`src/rtl/rv_ctrl_pipe.sv`:
```
// rv_ctrl_pipe: pipelined control path for the 5-stage RISC-V core.
// Decodes the ID opcode into a control bundle and carries it through the
// ID/EX, EX/MEM and MEM/WB registers. Also handles load-use stalls,
// redirect flushes, EX forwarding selects and saturating event counters.
module rv_ctrl_pipe #(
  parameter int REG_AW    = 5,
  parameter int CNT_W     = 16,
  parameter bit HAZARD_EN = 1'b1,
  parameter bit FWD_EN    = 1'b1
) (
  input  logic              clk,
  input  logic              rst_n,
  input  logic              id_valid,
  input  logic [6:0]        id_opcode,
  input  logic [REG_AW-1:0] id_rs1,
  input  logic [REG_AW-1:0] id_rs2,
  input  logic [REG_AW-1:0] id_rd,
  input  logic              ex_redirect,
  output logic [2:0]        id_immsrc,
  output logic              id_illegal,
  output logic              pc_write,
  output logic              ifid_write,
  output logic              ifid_flush,
  output logic              ex_valid,
  output logic              ex_branch,
  output logic              ex_jump,
  output logic              ex_alusrc,
  output logic [1:0]        ex_aluop,
  output logic [1:0]        ex_asel,
  output logic [1:0]        ex_fwd_a,
  output logic [1:0]        ex_fwd_b,
  output logic              mem_valid,
  output logic              mem_read,
  output logic              mem_write,
  output logic              wb_valid,
  output logic              wb_regwrite,
  output logic [1:0]        wb_sel,
  output logic [REG_AW-1:0] wb_rd,
  output logic [CNT_W-1:0]  stall_cnt,
  output logic [CNT_W-1:0]  flush_cnt,
  output logic [CNT_W-1:0]  illegal_cnt
);

  localparam logic [6:0] OP_LOAD   = 7'b0000011;
  localparam logic [6:0] OP_STORE  = 7'b0100011;
  localparam logic [6:0] OP_R      = 7'b0110011;
  localparam logic [6:0] OP_IALU   = 7'b0010011;
  localparam logic [6:0] OP_BRANCH = 7'b1100011;
  localparam logic [6:0] OP_JAL    = 7'b1101111;
  localparam logic [6:0] OP_JALR   = 7'b1100111;
  localparam logic [6:0] OP_LUI    = 7'b0110111;
  localparam logic [6:0] OP_AUIPC  = 7'b0010111;

  // Raw decode table fields (before qualification by id_valid/legal)
  logic       d_legal, d_regwrite, d_memread, d_memwrite, d_alusrc;
  logic       d_branch, d_jump, d_use_rs1, d_use_rs2;
  logic [1:0] d_aluop, d_asel, d_wbsel;
  logic [2:0] d_immsrc;

  // Qualified bundle entering ID/EX
  logic       dec_ok, q_regwrite, use_rs1, use_rs2;
  logic       stall, bubble;

  // Additional pipeline state not exposed on ports
  logic              ex_memread, ex_memwrite, ex_regwrite;
  logic [1:0]        ex_wbsel;
  logic [REG_AW-1:0] ex_rs1, ex_rs2, ex_rd;
  logic              mem_regwrite;
  logic [1:0]        mem_wbsel;
  logic [REG_AW-1:0] mem_rd;

  // Opcode decode table; unknown opcodes leave d_legal low
  always_comb begin
    d_legal = 1'b0; d_regwrite = 1'b0; d_memread = 1'b0; d_memwrite = 1'b0;
    d_alusrc = 1'b0; d_branch = 1'b0; d_jump = 1'b0;
    d_use_rs1 = 1'b0; d_use_rs2 = 1'b0;
    d_aluop = 2'b00; d_asel = 2'b00; d_wbsel = 2'b00; d_immsrc = 3'b000;
    case (id_opcode)
      OP_LOAD:   begin d_legal = 1'b1; d_regwrite = 1'b1; d_memread = 1'b1; d_alusrc = 1'b1;
                       d_wbsel = 2'b01; d_immsrc = 3'b000; d_use_rs1 = 1'b1; end
      OP_STORE:  begin d_legal = 1'b1; d_memwrite = 1'b1; d_alusrc = 1'b1; d_immsrc = 3'b001;
                       d_use_rs1 = 1'b1; d_use_rs2 = 1'b1; end
      OP_R:      begin d_legal = 1'b1; d_regwrite = 1'b1; d_aluop = 2'b10;
                       d_use_rs1 = 1'b1; d_use_rs2 = 1'b1; end
      OP_IALU:   begin d_legal = 1'b1; d_regwrite = 1'b1; d_alusrc = 1'b1; d_aluop = 2'b10;
                       d_immsrc = 3'b000; d_use_rs1 = 1'b1; end
      OP_BRANCH: begin d_legal = 1'b1; d_branch = 1'b1; d_aluop = 2'b01; d_immsrc = 3'b010;
                       d_use_rs1 = 1'b1; d_use_rs2 = 1'b1; end
      OP_JAL:    begin d_legal = 1'b1; d_regwrite = 1'b1; d_jump = 1'b1; d_asel = 2'b01;
                       d_alusrc = 1'b1; d_wbsel = 2'b10; d_immsrc = 3'b011; end
      OP_JALR:   begin d_legal = 1'b1; d_regwrite = 1'b1; d_jump = 1'b1; d_alusrc = 1'b1;
                       d_wbsel = 2'b10; d_immsrc = 3'b000; d_use_rs1 = 1'b1; end
      OP_LUI:    begin d_legal = 1'b1; d_regwrite = 1'b1; d_asel = 2'b10; d_alusrc = 1'b1;
                       d_immsrc = 3'b100; end
      OP_AUIPC:  begin d_legal = 1'b1; d_regwrite = 1'b1; d_asel = 2'b01; d_alusrc = 1'b1;
                       d_immsrc = 3'b100; end
      default:   d_legal = 1'b0;
    endcase
  end

  assign dec_ok     = id_valid & d_legal;
  assign id_illegal = id_valid & ~d_legal;
  assign id_immsrc  = dec_ok ? d_immsrc : 3'b000;
  assign q_regwrite = dec_ok & d_regwrite & (id_rd != '0);
  assign use_rs1    = dec_ok & d_use_rs1;
  assign use_rs2    = dec_ok & d_use_rs2;

  // Load-use detection; a redirect in the same cycle wins and suppresses it
  always_comb begin
    stall = 1'b0;
    if (HAZARD_EN && ex_valid && ex_memread && (ex_rd != '0) &&
        ((use_rs1 && (ex_rd == id_rs1)) || (use_rs2 && (ex_rd == id_rs2))))
      stall = 1'b1;
    if (ex_redirect)
      stall = 1'b0;
  end

  assign bubble     = stall | ex_redirect;
  assign pc_write   = ~stall;
  assign ifid_write = ~stall;
  assign ifid_flush = ex_redirect;

  // ID/EX register: loads the qualified bundle, or an all-zero bubble
  always_ff @(posedge clk or negedge rst_n) begin
    if (!rst_n) begin
      ex_valid <= 1'b0; ex_branch <= 1'b0; ex_jump <= 1'b0; ex_alusrc <= 1'b0;
      ex_aluop <= 2'b00; ex_asel <= 2'b00; ex_memread <= 1'b0; ex_memwrite <= 1'b0;
      ex_regwrite <= 1'b0; ex_wbsel <= 2'b00;
      ex_rs1 <= '0; ex_rs2 <= '0; ex_rd <= '0;
    end else if (bubble || !dec_ok) begin
      ex_valid <= 1'b0; ex_branch <= 1'b0; ex_jump <= 1'b0; ex_alusrc <= 1'b0;
      ex_aluop <= 2'b00; ex_asel <= 2'b00; ex_memread <= 1'b0; ex_memwrite <= 1'b0;
      ex_regwrite <= 1'b0; ex_wbsel <= 2'b00;
      ex_rs1 <= '0; ex_rs2 <= '0; ex_rd <= '0;
    end else begin
      ex_valid <= 1'b1; ex_branch <= d_branch; ex_jump <= d_jump; ex_alusrc <= d_alusrc;
      ex_aluop <= d_aluop; ex_asel <= d_asel; ex_memread <= d_memread;
      ex_memwrite <= d_memwrite; ex_regwrite <= q_regwrite; ex_wbsel <= d_wbsel;
      ex_rs1 <= id_rs1; ex_rs2 <= id_rs2; ex_rd <= id_rd;
    end
  end

  // EX/MEM and MEM/WB registers always advance
  always_ff @(posedge clk or negedge rst_n) begin
    if (!rst_n) begin
      mem_valid <= 1'b0; mem_read <= 1'b0; mem_write <= 1'b0;
      mem_regwrite <= 1'b0; mem_wbsel <= 2'b00; mem_rd <= '0;
      wb_valid <= 1'b0; wb_regwrite <= 1'b0; wb_sel <= 2'b00; wb_rd <= '0;
    end else begin
      mem_valid <= ex_valid; mem_read <= ex_memread; mem_write <= ex_memwrite;
      mem_regwrite <= ex_regwrite; mem_wbsel <= ex_wbsel; mem_rd <= ex_rd;
      wb_valid <= mem_valid; wb_regwrite <= mem_regwrite; wb_sel <= mem_wbsel; wb_rd <= mem_rd;
    end
  end

  // EX operand forwarding: EX/MEM result takes priority over MEM/WB
  always_comb begin
    ex_fwd_a = 2'b00;
    ex_fwd_b = 2'b00;
    if (FWD_EN) begin
      if (mem_valid && mem_regwrite && (mem_rd != '0) && (mem_rd == ex_rs1))
        ex_fwd_a = 2'b10;
      else if (wb_valid && wb_regwrite && (wb_rd != '0) && (wb_rd == ex_rs1))
        ex_fwd_a = 2'b01;
      if (mem_valid && mem_regwrite && (mem_rd != '0) && (mem_rd == ex_rs2))
        ex_fwd_b = 2'b10;
      else if (wb_valid && wb_regwrite && (wb_rd != '0) && (wb_rd == ex_rs2))
        ex_fwd_b = 2'b01;
    end
  end

  // Saturating event counters, held at all-ones
  always_ff @(posedge clk or negedge rst_n) begin
    if (!rst_n) begin
      stall_cnt <= '0; flush_cnt <= '0; illegal_cnt <= '0;
    end else begin
      if (stall && (stall_cnt != '1))         stall_cnt   <= stall_cnt + CNT_W'(1);
      if (ex_redirect && (flush_cnt != '1))   flush_cnt   <= flush_cnt + CNT_W'(1);
      if (id_illegal && (illegal_cnt != '1))  illegal_cnt <= illegal_cnt + CNT_W'(1);
    end
  end

endmodule

```
`config.mk`:
```
export PLATFORM = sky130hd
export DESIGN_NAME = rv_ctrl_pipe
export DESIGN_NICKNAME = d
export VERILOG_FILES = /design/src/rtl/rv_ctrl_pipe.sv
export SDC_FILE = /design/constraint.sdc
export NUM_CORES = 1
export LEC_CHECK = 0
export CORE_MARGIN = 5
export CORE_UTILIZATION = 45
export DETAILED_ROUTE_END_ITERATION = 10
export GPL_ROUTABILITY_DRIVEN = 0
export GPL_TIMING_DRIVEN = 0
export HOLD_SLACK_MARGIN = 0.03
export MAX_ROUTING_LAYER = met4
export PLACE_DENSITY = 0.85
export SLEW_MARGIN = 5
export SYNTH_ARGS = -nofsm -noshare
export SYNTH_HDL_FRONTEND = slang
export SYNTH_SLANG_ARGS = --single-unit
```
`constraint.sdc`:
```
create_clock -name clk -period 3.2 [get_ports clk]
set_clock_uncertainty 0.1 [all_clocks]
set_input_delay 0.64 -clock clk [delete_from_list [all_inputs] [get_ports clk]]
set_output_delay 0.64 -clock clk [all_outputs]
set_load 0.05 [all_outputs]
```
-- Yosys cells after proc, flatten, opt, wreduce, memory -nomap -nowiden
Index checks and enable logic that the tools add are counted.
- register bits: 96
- bits of input ports: 26
- output and inout bits: 79
- word-level logic and storage cells: 121
- add/subtract/negate cells: 3
- equal/unequal tests: 18
- multiplexer cells: 33
- bitwise logic cells: 9
- reduce and logical (&&, ||, !) cells: 32
- operators with widths (cell ; count):
    16-bit by 1-bit adder with 16-bit output (second input constant) ; 3
    16-bit inequality test (second input constant) ; 3
    5-bit == test ; 6
    7-bit by 6-bit == test with 1-bit output (second input constant) ; 3
    7-bit == test (second input constant) ; 3
    1-bit 2-to-1 mux ; 20
    5-bit nonzero test ; 4
    1-bit logical AND ; 16
    5-bit 2-to-1 mux ; 3
    7-bit by 5-bit == test with 1-bit output (second input constant) ; 2
    7-bit OR reduction ; 2
    2-bit case mux with 2 select lines ; 3
    3-bit case mux with 4 select lines ; 1
    2-bit 2-to-1 mux ; 5
    9-bit OR reduction ; 1
    2-bit OR reduction ; 4
    7-bit by 2-bit == test with 1-bit output (second input constant) ; 1
    1-bit AND ; 6
    6-bit OR reduction ; 1
    3-bit 2-to-1 mux ; 1
    3-bit OR reduction ; 1
    1-bit logical OR ; 2
    1-bit NOT ; 2
    1-bit logical NOT ; 1
    1-bit OR ; 1

-- Logic depth before layout (Yosys ltp)
Gate-level depths: netlist of the first run.
- word-level depth: 13
- mapped depth: 8
- gate-level depth less buffers: 7

-- Least setup slack after synthesis of the first run
OpenSTA, ideal clock, no wires.
- path kind: register to output
- start point: register mem_valid
- end point: output ex_fwd_b[0]
- data arrival time: 3201 ps
- required time: 2460 ps
- path slack: -741 ps
- cell stages (with the launch flop): 4
- buffers on the path: 0
- path through: dfrtp_1 o211ai_1 nor4_1 nor4_1
- word-level cells in the longest chain between the ends: 4
- ends and longest elaborated chain (item ; RTL line ; source):
    from (decl) ; 32 ; output logic mem_valid,
    from (signal assigned) ; 150 ; mem_valid <= ex_valid; mem_read <= ex_memread; mem_write <= ex_memwrite;
    1-bit logical AND (3 in series) ; 165 ; if (mem_valid && mem_regwrite && (mem_rd != '0) && (mem_rd == ex_rs2))
    2-bit 2-to-1 mux ; 165 ;
    to (decl) ; 31 ; output logic [1:0] ex_fwd_b,
No other way between the ends.

-- Worst setup path after layout of the first run
- start point: input ex_redirect
- end point: output pc_write
- word-level cells in the longest chain between the ends: 2
- ends and longest elaborated chain (item ; RTL line ; source):
    from (decl) ; 18 ; input logic ex_redirect,
    1-bit 2-to-1 mux ; 114 ; if (ex_redirect)
    1-bit NOT ; 119 ; assign pc_write = ~stall;
    to (decl) ; 21 ; output logic pc_write,
No other way between the ends.

==> results of run 1 <==
-- per-stage QoR --
stage | instance area [sq um] | setup TNS [ns] | power (mW) | util
after floorplan | 4380 | -0.492 | 1.96 | -
after global placement | 5570 | -184.54 | 2.26 | 0.597
after detailed placement | 5590 | -3.80 | 2.29 | 0.600
after CTS | 5810 | -0.0623 | 3.05 | 0.622
after global routing | 5810 | -0.0237 | 3.16 | 0.623
final | 5810 | 0 | 3.02 | 0.623
-- power by group --
group | leakage (nW) | internal (mW) | switching (mW)
sequential | 1.27 | 1.30 | 0.121
clock | 0.0863 | 0.299 | 0.455
combinational | 1.40 | 0.302 | 0.540
-- kinds of logic (layout without fill, tap and decap cells) --
family / count (synthesis) / count (layout) / synth area share
xor gates and xnor gates: 71 / 71 / 0.143
DFF: 95 / 95 / 0.546
adders and majority gates: 3 / 3 / 0.00862
AOI/OAI and AO/OA: 22 / 22 / 0.0428
muxes: 6 / 6 / 0.0155
buffers and inverters: 22 / 146 / 0.0247
and+or+nand+nor: 162 / 162 / 0.219
-- layout make-up --
| cell class | count | area, sq um |
|---|---|---|
| Timing Repair Buffer | 108 | 1040 |
| Multi-Input combinational cell | 264 | 1930 |
| Tap cell | 129 | 161 |
| Buffer | 10 | 68.8 |
| Fill cell | 768 | 3520 |
| Clock buffer | 9 | 124 |
| Clock inverter | 7 | 62.6 |
| Inverter | 12 | 45.0 |
| Sequential cell | 95 | 2380 |
-- final timing paths --
check	cells after the start	end	start
min reg2reg	0	mem_wbsel[0]$_DFF_PN0_	ex_wbsel[0]$_DFF_PN0_
max in group asynchronous	2	wb_sel[1]$_DFF_PN0_	rst_n
min in group clk	0	mem_wbsel[0]$_DFF_PN0_	ex_wbsel[0]$_DFF_PN0_
max reg2reg	6	ex_wbsel[0]$_DFF_PN0_	ex_rd[1]$_DFF_PN0_
min	1	illegal_cnt[15]$_DFFE_PN0P_	rst_n
max	6	pc_write	ex_redirect
-- what timing repair did --
action                                  4_1_cts  5_1_grt
pin swaps                                     3        4
endpoints found under the setup margin       10        6
resized for setup                            49       19
buffers inserted                              3        1
hold buffers                                  0        0
-- routing by layer --
metal / up-vias / part of all wire
met5: - / 0
met2: 88 / 0.49
met4: 0 / 0.0091
met3: 11 / 0.049
met1: 1640 / 0.45
li1: 1572 / -
-- synthesized netlist by cell type, types with 3 or more instances --
master,instances,share of area
dfrtp_1,95,0.55
xor2_1,42,0.085
xnor2_1,29,0.058
nand2_1,27,0.023
and3_1,24,0.034
nor2_1,22,0.019
nand3_1,20,0.023
inv_1,12,0.010
nand4_1,11,0.016
nor3_1,11,0.013
or4_1,7,0.012
mux2_2,6,0.016
nor3_2,6,0.014
nor4_1,6,0.0086
a21oi_1,4,0.0046
buf_4,4,0.0069
and4_1,3,0.0060
clkbuf_1,3,0.0026
ha_1,3,0.0086
o211ai_1,3,0.0052
o21a_1,3,0.0052
or3_1,3,0.0043
-- flip-flops by register name, summed over array words and instances, names as in the netlist, 2 cells and up --
| signal | cells |
|---|---|
| ex_rs1 | 5 |
| stall_cnt | 16 |
| ex_rs2 | 5 |
| ex_asel | 2 |
| mem_wbsel | 2 |
| ex_rd | 5 |
| wb_sel | 2 |
| flush_cnt | 16 |
| wb_rd | 5 |
| ex_wbsel | 2 |
| illegal_cnt | 16 |
| mem_rd | 5 |
-- critical path, stage by stage --
cell	delay, ns
dlygate4sd2_1	0.35
or4b_4	0.58
or2_2	0.32
or2_4	0.27
buf_4	0.13
buf_6	0.14
==> impl_results.md, run 1 <==
- Distinct cells, synth: slightly above 50
- Yosys warning count: 0
- Clock tree buffer depth: 2
- Core footprint: 9330 sq um
- Ant diodes: 0
- Place WS: -0.965 ns
- Die Span Y: 108 um
- Clock sink total: 95
- Sequential fraction of the synthesis area: 0.546
- Crit path time final: 3.17 ns
- Fin cells: 634
- Clock-pin slew on the worst setup and hold paths: 0.10 ns
- Cell area power density: 519 nW/um^2
- First-pass GRT wire length: approximately 16 mm
- #FFs+latches synth: 95
- WHS: 0.134 ns
- CP Class: in2out
- Final Hold Violating Endpoints: 0
- Max-cap viol count: 0
- Post-Synthesis Cells: ~380
- Worst EP arrival: around 2.4 ns
- Standard-cell rows: 35
- Worst min-delay path category: in2async
- Via count: 3311
- Slew @ Worst Pin: ~0.54 ns
- Clock Latency Late Sink: roughly 0.36 ns
- DIE WIDTH: 108 um
- Slew Limit Fails: 0
- Syn_area_per_cell: around 11 sq um
- Max Fanout on Critical Path: 6
- Global route hottest layer: met2
- Max_slew headroom: 0.639
- Met1 Usage GRT: 0.241
- Post-synth EDFFs: 0
- Post-synth net total: between 400 and 500
- Top-Level Pins: 105
- RSZ-0062 raised after global routing: true
- Starting density of the core: 0.467
- Layout cells sized above 1: 0.145
- GR met2 Demand/Resource: 0.286
- R2r setup slk: about 0.76 ns
- DRT Wirelength: 10.1 mm
- Vias/cell: ~5.2
- Number of CTS-inserted buffers: 9
- Placed cells: 614
- Pin count of the biggest net entering global routing: 61
- Dpl hpwl: 7.69 mm
- Input/output buffers: 103
- Pleak: ~2.8 nW
- Fraction of registers with async set/reset: 1.00
- Number of global-route vias before repair: 3408
- VDD IR max: around 0.6 mV
- Met3 global-route usage: 0.0430
- DR WL/cell: 16.0 um
- Final setup violation count: 0
- Status: finished clean
- Setup slack after layout: 0.0264 ns
- Required @ worst endpoint: 2.46 ns
- TritonCTS clock tree: built
- Syn-to-layout area delta: 33.5%
- DIE AREA: between 10000 and 15000 sq um
- Clock Tree Root: clkbuf_8
- Nets: 529
- Mapped Area: between 4000 and 5000 sq um
- DR DRC count: 0
- Initial DRC count: 84
- Initial antenna violation count: 0
- Worst Setup End Kind: primary output
- Most common cell after layout, fill and taps aside: dfrtp_1
- Antenna Nets Post-Route: 0
- Total Routing Usage GR: 0.183
- Final period util: 0.992
- Gr ovfl total: 0
- Main synth FF type: dfrtp_1
- Commonest non-fill, non-tap cells in the layout: 95 x dfrtp_1, 80 x clkdlybuf4s50_1, 42 x xor2_1, 29 x xnor2_1, 26 x nand2_1
- H-tree depth: 3
- Top achievable clock speed: 0.315 GHz
- First-pass DRT Iterations: 6
- Startpoint types: input pin
(Power assumes the default switching activity.)
==> inputs of run 2 (changes only) <==
- CTS_CLUSTER_SIZE: default -> 40
==> results of run 2 <==
No change in the layout: final DEF, timing and power equal those of run 1.
